`src/rtl/best_1ofn_cclut_pipe_pkg.sv`:
```
// Shared widths and helpers for the ccLUT best-pattern sorter tree.
// Sort-field extraction and pipeline-mask popcount are used by both the node and the top.
package ccLUT_sort_pkg;

  localparam int DEF_MXPATB = 7;
  localparam int DEF_MXPATC = 11;
  // Widest pattern word the sort helpers accept; callers zero-extend into it.
  localparam int PATW       = 16;

  function automatic logic [PATW-1:0] sort_field(input logic [PATW-1:0] p, input bit ignore_lsb);
    return ignore_lsb ? (p >> 1) : p;
  endfunction

  function automatic int popcount(input logic [31:0] m);
    int n;
    n = 0;
    for (int i = 0; i < 32; i++) n += int'(m[i]);
    return n;
  endfunction

endpackage

```
`src/rtl/best_1ofn_cclut_pipe_if.sv`:
```
// Candidate bus into the best-of-N sorter and the winner bus out of it.
interface best_1ofn_cclut_pipe_if
  import ccLUT_sort_pkg::*;
#(
  parameter int NKEY   = 32,
  parameter int MXPATB = DEF_MXPATB,
  parameter int MXPATC = DEF_MXPATC
);
  localparam int MXKEYB = $clog2(NKEY);

  logic [NKEY*MXPATB-1:0] pat_in;
  logic [NKEY*MXPATC-1:0] carry_in;
  logic                   in_vld;
  logic [MXPATB-2:0]      pat_thresh;
  logic [MXPATB-1:0]      best_pat;
  logic [MXKEYB-1:0]      best_key;
  logic [MXPATC-1:0]      best_carry;
  logic                   best_vld;
  logic                   best_hit;

  modport master (
    output pat_in, carry_in, in_vld, pat_thresh,
    input  best_pat, best_key, best_carry, best_vld, best_hit
  );

  modport slave (
    input  pat_in, carry_in, in_vld, pat_thresh,
    output best_pat, best_key, best_carry, best_vld, best_hit
  );

endinterface

```
`src/rtl/best_1of2_cclut_node.sv`:
```
// One compare-by-two node: upper input wins only on a strictly larger sort field.
// Prepends the select bit as the new key MSB; optional output register with sync reset.
module best_1of2_cclut_node
  import ccLUT_sort_pkg::*;
#(
  parameter int KW         = 1,
  parameter int MXPATB     = DEF_MXPATB,
  parameter int MXPATC     = DEF_MXPATC,
  parameter bit REG        = 1'b0,
  parameter bit IGNORE_LSB = 1'b1
) (
  input  logic              clock,
  input  logic              reset,
  input  logic [MXPATB-1:0] pat_lo_i,
  input  logic [KW-1:0]     key_lo_i,
  input  logic [MXPATC-1:0] carry_lo_i,
  input  logic [MXPATB-1:0] pat_hi_i,
  input  logic [KW-1:0]     key_hi_i,
  input  logic [MXPATC-1:0] carry_hi_i,
  output logic [MXPATB-1:0] pat_o,
  output logic [KW-1:0]     key_o,
  output logic [MXPATC-1:0] carry_o
);

  logic              sel;
  logic [MXPATB-1:0] pat_d;
  logic [KW-1:0]     key_d;
  logic [MXPATC-1:0] carry_d;

  // Input keys arrive with a spare zero MSB that is overwritten by the select bit.
  always_comb begin
    sel     = sort_field(PATW'(pat_hi_i), IGNORE_LSB) > sort_field(PATW'(pat_lo_i), IGNORE_LSB);
    pat_d   = sel ? pat_hi_i   : pat_lo_i;
    carry_d = sel ? carry_hi_i : carry_lo_i;
    key_d   = sel ? key_hi_i   : key_lo_i;
    key_d[KW-1] = sel;
  end

  if (REG) begin : g_reg
    logic [MXPATB-1:0] pat_q;
    logic [KW-1:0]     key_q;
    logic [MXPATC-1:0] carry_q;

    always_ff @(posedge clock) begin
      if (reset) begin
        pat_q   <= '0;
        key_q   <= '0;
        carry_q <= '0;
      end else begin
        pat_q   <= pat_d;
        key_q   <= key_d;
        carry_q <= carry_d;
      end
    end

    assign pat_o   = pat_q;
    assign key_o   = key_q;
    assign carry_o = carry_q;
  end else begin : g_comb
    logic unused_clk_rst;
    assign unused_clk_rst = clock | reset;
    assign pat_o   = pat_d;
    assign key_o   = key_d;
    assign carry_o = carry_d;
  end

endmodule

```
`src/rtl/best_1ofn_cclut_pipe.sv`:
```
// Best-of-NKEY ccLUT pattern sorter: binary tree, registers at levels chosen by PIPE_MASK.
// Latency popcount(PIPE_MASK), throughput one set per clock, no backpressure.
module best_1ofn_cclut_pipe
  import ccLUT_sort_pkg::*;
#(
  parameter int          NKEY       = 32,
  parameter int          MXPATB     = DEF_MXPATB,
  parameter int          MXPATC     = DEF_MXPATC,
  parameter int unsigned PIPE_MASK  = 5'b01000,
  parameter bit          IGNORE_LSB = 1'b1
) (
  input  logic                   clock,
  input  logic                   reset,
  best_1ofn_cclut_pipe_if.slave  bus
);

  localparam int MXKEYB = $clog2(NKEY);
  localparam int NLEVEL = MXKEYB;
  localparam int LAST   = NLEVEL - 1;
  localparam int LAT    = popcount(32'(PIPE_MASK) & ((32'd1 << NLEVEL) - 32'd1));

  for (genvar L = 0; L < NLEVEL; L++) begin : g_lvl
    localparam int NN  = NKEY >> (L + 1);
    localparam bit REG = ((PIPE_MASK >> L) & 1) != 0;

    logic [MXPATB-1:0] pat_src   [2*NN];
    logic [L:0]        key_src   [2*NN];
    logic [MXPATC-1:0] carry_src [2*NN];
    logic              vld_src;

    logic [MXPATB-1:0] pat_lvl   [NN];
    logic [L:0]        key_lvl   [NN];
    logic [MXPATC-1:0] carry_lvl [NN];
    logic              vld_lvl;

    if (L == 0) begin : g_src
      for (genvar i = 0; i < 2*NN; i++) begin : g_in
        assign pat_src[i]   = bus.pat_in[i*MXPATB +: MXPATB];
        assign carry_src[i] = bus.carry_in[i*MXPATC +: MXPATC];
        assign key_src[i]   = 1'b0;
      end
      assign vld_src = bus.in_vld;
    end else begin : g_src
      for (genvar i = 0; i < 2*NN; i++) begin : g_in
        assign pat_src[i]   = g_lvl[L-1].pat_lvl[i];
        assign carry_src[i] = g_lvl[L-1].carry_lvl[i];
        assign key_src[i]   = {1'b0, g_lvl[L-1].key_lvl[i]};
      end
      assign vld_src = g_lvl[L-1].vld_lvl;
    end

    for (genvar n = 0; n < NN; n++) begin : g_node
      best_1of2_cclut_node #(
        .KW         (L + 1),
        .MXPATB     (MXPATB),
        .MXPATC     (MXPATC),
        .REG        (REG),
        .IGNORE_LSB (IGNORE_LSB)
      ) u_node (
        .clock      (clock),
        .reset      (reset),
        .pat_lo_i   (pat_src[2*n]),
        .key_lo_i   (key_src[2*n]),
        .carry_lo_i (carry_src[2*n]),
        .pat_hi_i   (pat_src[2*n+1]),
        .key_hi_i   (key_src[2*n+1]),
        .carry_hi_i (carry_src[2*n+1]),
        .pat_o      (pat_lvl[n]),
        .key_o      (key_lvl[n]),
        .carry_o    (carry_lvl[n])
      );
    end

    // Valid shifts only at registered levels so it stays aligned with the data.
    if (REG) begin : g_vreg
      logic vld_q;
      always_ff @(posedge clock) begin
        if (reset) vld_q <= 1'b0;
        else       vld_q <= vld_src;
      end
      assign vld_lvl = vld_q;
    end else begin : g_vcomb
      assign vld_lvl = vld_src;
    end
  end

  logic vld_fin;

  if (LAT == 0) begin : g_vld_comb
    assign vld_fin = g_lvl[LAST].vld_lvl & ~reset;
  end else begin : g_vld_reg
    assign vld_fin = g_lvl[LAST].vld_lvl;
  end

  assign bus.best_pat   = g_lvl[LAST].pat_lvl[0];
  assign bus.best_key   = g_lvl[LAST].key_lvl[0];
  assign bus.best_carry = g_lvl[LAST].carry_lvl[0];
  assign bus.best_vld   = vld_fin;
  assign bus.best_hit   = vld_fin &&
      (sort_field(PATW'(g_lvl[LAST].pat_lvl[0]), IGNORE_LSB) >= PATW'(bus.pat_thresh));

endmodule

```
`src/flat_wrapper.sv`:
```
// flat-port wrapper written by rule: the top's interface ports become plain ports
module best_1ofn_cclut_pipe_flat import ccLUT_sort_pkg::*;
#(
  parameter int          NKEY       = 32,
  parameter int          MXPATB     = DEF_MXPATB,
  parameter int          MXPATC     = DEF_MXPATC,
  parameter int unsigned PIPE_MASK  = 5'b01000,
  parameter bit          IGNORE_LSB = 1'b1
)
  (clock, reset, bus_pat_in, bus_carry_in, bus_in_vld, bus_pat_thresh, bus_best_pat, bus_best_key, bus_best_carry, bus_best_vld, bus_best_hit);
  best_1ofn_cclut_pipe_if #(.NKEY(NKEY), .MXPATB(MXPATB), .MXPATC(MXPATC)) bus_i ();
  input  logic clock;
  input  logic reset;
  input wire logic [$bits(bus_i.pat_in)-1:0] bus_pat_in;
  input wire logic [$bits(bus_i.carry_in)-1:0] bus_carry_in;
  input wire logic [$bits(bus_i.in_vld)-1:0] bus_in_vld;
  input wire logic [$bits(bus_i.pat_thresh)-1:0] bus_pat_thresh;
  output wire logic [$bits(bus_i.best_pat)-1:0] bus_best_pat;
  output wire logic [$bits(bus_i.best_key)-1:0] bus_best_key;
  output wire logic [$bits(bus_i.best_carry)-1:0] bus_best_carry;
  output wire logic [$bits(bus_i.best_vld)-1:0] bus_best_vld;
  output wire logic [$bits(bus_i.best_hit)-1:0] bus_best_hit;
  assign bus_i.pat_in = bus_pat_in;
  assign bus_i.carry_in = bus_carry_in;
  assign bus_i.in_vld = bus_in_vld;
  assign bus_i.pat_thresh = bus_pat_thresh;
  assign bus_best_pat = bus_i.best_pat;
  assign bus_best_key = bus_i.best_key;
  assign bus_best_carry = bus_i.best_carry;
  assign bus_best_vld = bus_i.best_vld;
  assign bus_best_hit = bus_i.best_hit;
  best_1ofn_cclut_pipe #(.NKEY(NKEY), .MXPATB(MXPATB), .MXPATC(MXPATC), .PIPE_MASK(PIPE_MASK), .IGNORE_LSB(IGNORE_LSB)) u_core (.clock(clock), .reset(reset), .bus(bus_i));
endmodule
```
`config.mk`:
```
export PLATFORM = sky130hd
export DESIGN_NAME = best_1ofn_cclut_pipe_flat
export DESIGN_NICKNAME = d
export VERILOG_FILES = /design/src/rtl/best_1ofn_cclut_pipe_pkg.sv /design/src/rtl/best_1ofn_cclut_pipe_if.sv /design/src/rtl/best_1of2_cclut_node.sv /design/src/rtl/best_1ofn_cclut_pipe.sv /design/src/flat_wrapper.sv
export SDC_FILE = /design/constraint.sdc
export NUM_CORES = 1
export LEC_CHECK = 0
export CELL_PAD_IN_SITES_DETAIL_PLACEMENT = 1
export CELL_PAD_IN_SITES_GLOBAL_PLACEMENT = 1
export CORE_AREA = 2 2 238 240
export DETAILED_ROUTE_END_ITERATION = 8
export DIE_AREA = 0 0 240 242
export HOLD_SLACK_MARGIN = 0.08
export PLACE_DENSITY_LB_ADDON = 0.1
export SETUP_SLACK_MARGIN = 0.3
export SLEW_MARGIN = 20
export SYNTH_ARGS = -nofsm -noshare
export SYNTH_HDL_FRONTEND = slang
export SYNTH_HIERARCHICAL = 1
export SYNTH_SLANG_ARGS = --single-unit
export TNS_END_PERCENT = 50
```
`constraint.sdc`:
```
create_clock -name clock -period 10.75 [get_ports clock]
set_clock_uncertainty 0.15 [all_clocks]
set_input_delay 2.15 -clock clock [delete_from_list [all_inputs] [get_ports clock]]
set_output_delay 2.15 -clock clock [all_outputs]
set_load 0.005 [all_outputs]
```
* Word-level counts from Yosys, hierarchy flattened *
Cells that the tools add are included.

word-level totals
  memories = 0
  bits in registers = 45
  memory bits (read-only) = 0
  memory bits (writable) = 0
  latch bits = 0
  logic and storage cells = 117

cells by class
  divide/modulo/power cells = 0
  shift-type cells = 0
  multipliers = 0
  bitwise logic cells = 0
  order comparisons = 32
  muxes and demuxes = 77
  reduce and logical (&&, ||, !) cells = 1
  $add $sub $neg = 0
  equality and inequality tests = 0

operator list
  kind                 number
  11-bit 2-to-1 mux    31
  7-bit 2-to-1 mux     31
  6-bit > comparator   31
  1-bit 2-to-1 mux     8
  2-bit 2-to-1 mux     4
  6-bit >= comparator  1
  3-bit 2-to-1 mux     2
  4-bit 2-to-1 mux     1
  1-bit logical AND    1

* Depth between registers and ports, before layout *
  depth after elaboration = 8
  depth in mapped cells = 31
  depth with buffers taken out = 27

* Hierarchy *
The synthesis kept the hierarchy.

modules (own cells, without submodules)
  module                                                       times used  cells each  area an instance (µm²)
  best_1of2_cclut_node (u_core.g_lvl[0].g_node[0].u_node ...)  16          41          411.6
  best_1of2_cclut_node (u_core.g_lvl[1].g_node[0].u_node ...)  8           44          462.9
  best_1of2_cclut_node (u_core.g_lvl[3].g_node[0].u_node ...)  2           124         1113.6
  best_1of2_cclut_node (u_core.g_lvl[2].g_node[0].u_node ...)  4           46          488.0
  best_1of2_cclut_node (u_core.g_lvl[4].g_node[0].u_node)      1           48          510.5
  best_1ofn_cclut_pipe                                         1           23          178.9

* Worst setup path before layout *
Ideal clock, no wire load.

  path kind = input -> register
  from = input port bus_pat_in[48]
  to = register u_core.g_lvl[3].g_node[0].u_node.g_reg.carry_q[6]
  data required time = 10.476 ns
  stages on the path = 25
  arrival = 7.187 ns
  path slack = 3.289 ns
  library setup time = 0.124 ns
  cell sequence = inv_1 ha_1 nand4_2 o21ai_2 mux2_2 ha_1 a21oi_1 o221ai_1 o21ai_1 buf_6 mux2_4 ha_1 a21oi_1 o21ai_1 o22ai_2 buf_6 mux2_4 inv_1 ha_1 and4_4 and3_4 buf_6 a21oi_1 buf_6 o32ai_2

RTL lines
  item                    line                        source
  start: declaration      flat_wrapper.sv:14          input wire logic [$bits(bus_i.pat_in)-1:0] bus_pat_in;
  end signal: assignment  best_1of2_cclut_node.sv:52  carry_q <= carry_d;
  end: declaration        best_1of2_cclut_node.sv:42  logic [MXPATC-1:0] carry_q;

==> summary.md <==
| Metric | Value |
|---|---|
| Violation count after the first detailed-route iteration | `414` |
| Met1 GRT Util | `0.256` |
| Maxcap violations | `0` |
| Worst setup slack after placement | `about 0.76 ns` |
| Grt met3 use | `0.0563` |
| Most common library cell in the layout ignoring fill and taps | `sky130_fd_sc_hd__clkdlybuf4s50_1` |
| Fraction of layout cells with a size suffix above 1 | `0.315` |
| Met2 GRT Util | `0.368` |
| Total CTS buffers | `5` |
| Die area | `~58000 um^2` |
| Vias in the first global route | `about 14000` |
| CP endpoint kind | `flop` |
| Peak Freq | `slightly above 100 MHz` |
| Number of gates given a new drive strength after cts | `0` |
| Instance count of the mapped netlist | `~1500` |
| Clock tree from TritonCTS | `done` |
| Smallest setup slack after layout | `~1.1 ns` |
| Part of the cycle the worst path needs | `0.900` |
| Core area | `55700 um^2` |
| Mapped Avg Cell Area | `approximately 10 um^2` |
| Most heavily used metal layer in global routing | `met2` |
| End point of the critical path | `u_core/g_lvl[3].g_node[1].u_node/carry_o[8]` |
| Worst slew margin relative to its limit | `0.262` |
| Vias per cell | `between 4 and 5` |
| WS Path Type | `in -> reg` |
| Buffer type at the clock tree root | `sky130_fd_sc_hd__clkbuf_16` |
| Port Buffer Count | `between 600 and 700` |
| Total count of hold-check failures in the final report | `0` |
| Starting density of the core | `0.272` |
| Arrival time worst endpoint | `9.64 ns` |
| H-tree levels | `2` |
| Tightest Pin Transition | `~1.1 ns` |
| Total setup buffers inserted after CTS | `0` |
| Post-route worst hold slack | `~2.3 ns` |
| Synth-to-Final Area Change | `44.9%` |
| Routability Congestion | `a little over 0.8` |
| Final slew viol count | `0` |
| CTS sink count | `45` |
| Post-DP HPWL | `~56000 um` |
| Setup repair after global routing missed its margin | `false` |
| Standard-cell rows | `87` |
| Total number of vias | `roughly 13000` |
| Die extent in x | `240 um` |
| I/O pin count | `610` |
| Biggest fanout along the worst timing path | `22` |
| Clock slew at the register clock pins of the worst setup and hold paths | `0.06 ns` |
| Leakage power | `10.6 nW` |
| Shortest clock period the worst path allows after layout | `9.68 ns` |
| Antenna violations before repair | `9` |
| Number of setup violations in the final report | `0` |
| Warnings, synthesis | `6` |
| Maximum number of pins on one net before global-route repair | `46` |
| Outcome | `completed` |
| DRT antenna net count | `0` |
| Vertical extent of the die | `242 um` |
| Area of the mapped netlist | `around 15000 um^2` |
| Total of hold buffers inserted after clock tree synthesis | `0` |
| Routed len/inst | `roughly 22 um` |
| Highest-count cells in the layout ignoring fill and taps | `sky130_fd_sc_hd__clkdlybuf4s50_1, sky130_fd_sc_hd__mux2_4, sky130_fd_sc_hd__inv_1` |
| Global-route wire length before repair | `around 91000 um` |
| Synthesized netlist net count | `approximately 2300` |
| Routed Wire Length | `approximately 63000 um` |
| Min-delay worst type | `in -> reg` |
| Sum of negative setup slack | `0 ns` |
| Critical Path RT | `between 10 and 15 ns` |
| Nets | `between 2000 and 3000` |
| Worst setup path start | `bus_pat_in[129]` |
| GR Util All Layers | `0.208` |
| DRC violation count after routing | `0` |
| Maximum buffer depth of the clock tree | `2` |
| Startpoint type of the worst setup path | `primary input` |
| Worst vdd ir | `0.0000839 V` |
| Power per unit of standard cell area | `between 150 and 200 nW/um^2` |
| Length of the first detailed-routing pass in iterations | `4` |
| GR Overflow Total | `0` |
-- routing by layer --
layer	wire length, um	share of wire	vias up
met5	96	0.0015	-
met4	677	0.011	16
met3	5270	0.084	38
met2	30000	0.48	416
met1	27000	0.43	6213
li1	-	-	6500
-- through the flow --
step	util	total power [mW]	instance area (um^2)	std cells
after floorplan	-	2.53	15200	1510
after global placement	0.391	3.46	21800	2832
after detailed placement	0.391	3.51	21800	2832
after CTS	0.394	3.68	21900	2839
after global routing	0.394	3.92	22000	2840
final	0.394	3.63	22000	2840
-- worst max-delay path, stage by stage --
cell                              delay, ns
sky130_fd_sc_hd__clkdlybuf4s50_1       0.52
sky130_fd_sc_hd__inv_1                 0.06
sky130_fd_sc_hd__ha_1                  0.29
sky130_fd_sc_hd__nand4_2               0.14
sky130_fd_sc_hd__o21ai_2               0.55
sky130_fd_sc_hd__buf_4                 0.34
sky130_fd_sc_hd__mux2_2                0.40
sky130_fd_sc_hd__ha_1                  0.30
sky130_fd_sc_hd__nand4_1               0.14
sky130_fd_sc_hd__o21ai_2               0.50
sky130_fd_sc_hd__buf_4                 0.39
sky130_fd_sc_hd__mux2_4                0.35
sky130_fd_sc_hd__inv_1                 0.06
sky130_fd_sc_hd__ha_1                  0.25
sky130_fd_sc_hd__a21oi_1               0.17
sky130_fd_sc_hd__o21ai_1               0.12
sky130_fd_sc_hd__o22ai_4               0.22
sky130_fd_sc_hd__buf_4                 0.40
sky130_fd_sc_hd__mux2_4                0.35
sky130_fd_sc_hd__inv_1                 0.08
sky130_fd_sc_hd__ha_1                  0.26
sky130_fd_sc_hd__a21oi_1               0.45
sky130_fd_sc_hd__a311o_1               0.90
sky130_fd_sc_hd__o32ai_1               0.23
-- power breakdown --
part | total [mW] | internal (mW) | switching (mW)
clock network | 0.151 | 0.0912 | 0.0596
registers | 0.278 | 0.243 | 0.0348
logic | 3.20 | 1.67 | 1.53
-- state kept, by name, indices dropped and copies added, names as in the netlist --
register / flops
u_core/g_lvl.g_node.u_node/key_o: 8
u_core/bus.best_vld: 1
u_core/g_lvl.g_node.u_node/pat_o: 14
u_core/g_lvl.g_node.u_node/carry_o: 22
-- worst min-delay path by stage --
stage	start	depth (start not counted)	end	slack (ns)
after global placement	reset	3	u_core/bus.best_vld	2.56
after detailed placement	reset	3	u_core/bus.best_vld	2.56
after global routing	bus_in_vld	2	u_core/bus.best_vld	2.30
after floorplan	reset	1	u_core/bus.best_vld	2.07
final	reset	3	u_core/bus.best_vld	2.26
after CTS	reset	3	u_core/bus.best_vld	2.25
-- final cells by class --
| class | instances | area, um^2 |
|---|---|---|
| diodes | 1 | 2.50 |
| clock buffers | 7 | 143 |
| fillers | 6353 | 33800 |
| inverters | 292 | 1100 |
| multi-input cells | 1104 | 12600 |
| flip-flops and latches | 45 | 901 |
| well taps | 756 | 946 |
| repair buffers | 635 | 6290 |
No activity file was read; power rests on OpenSTA's default activity.
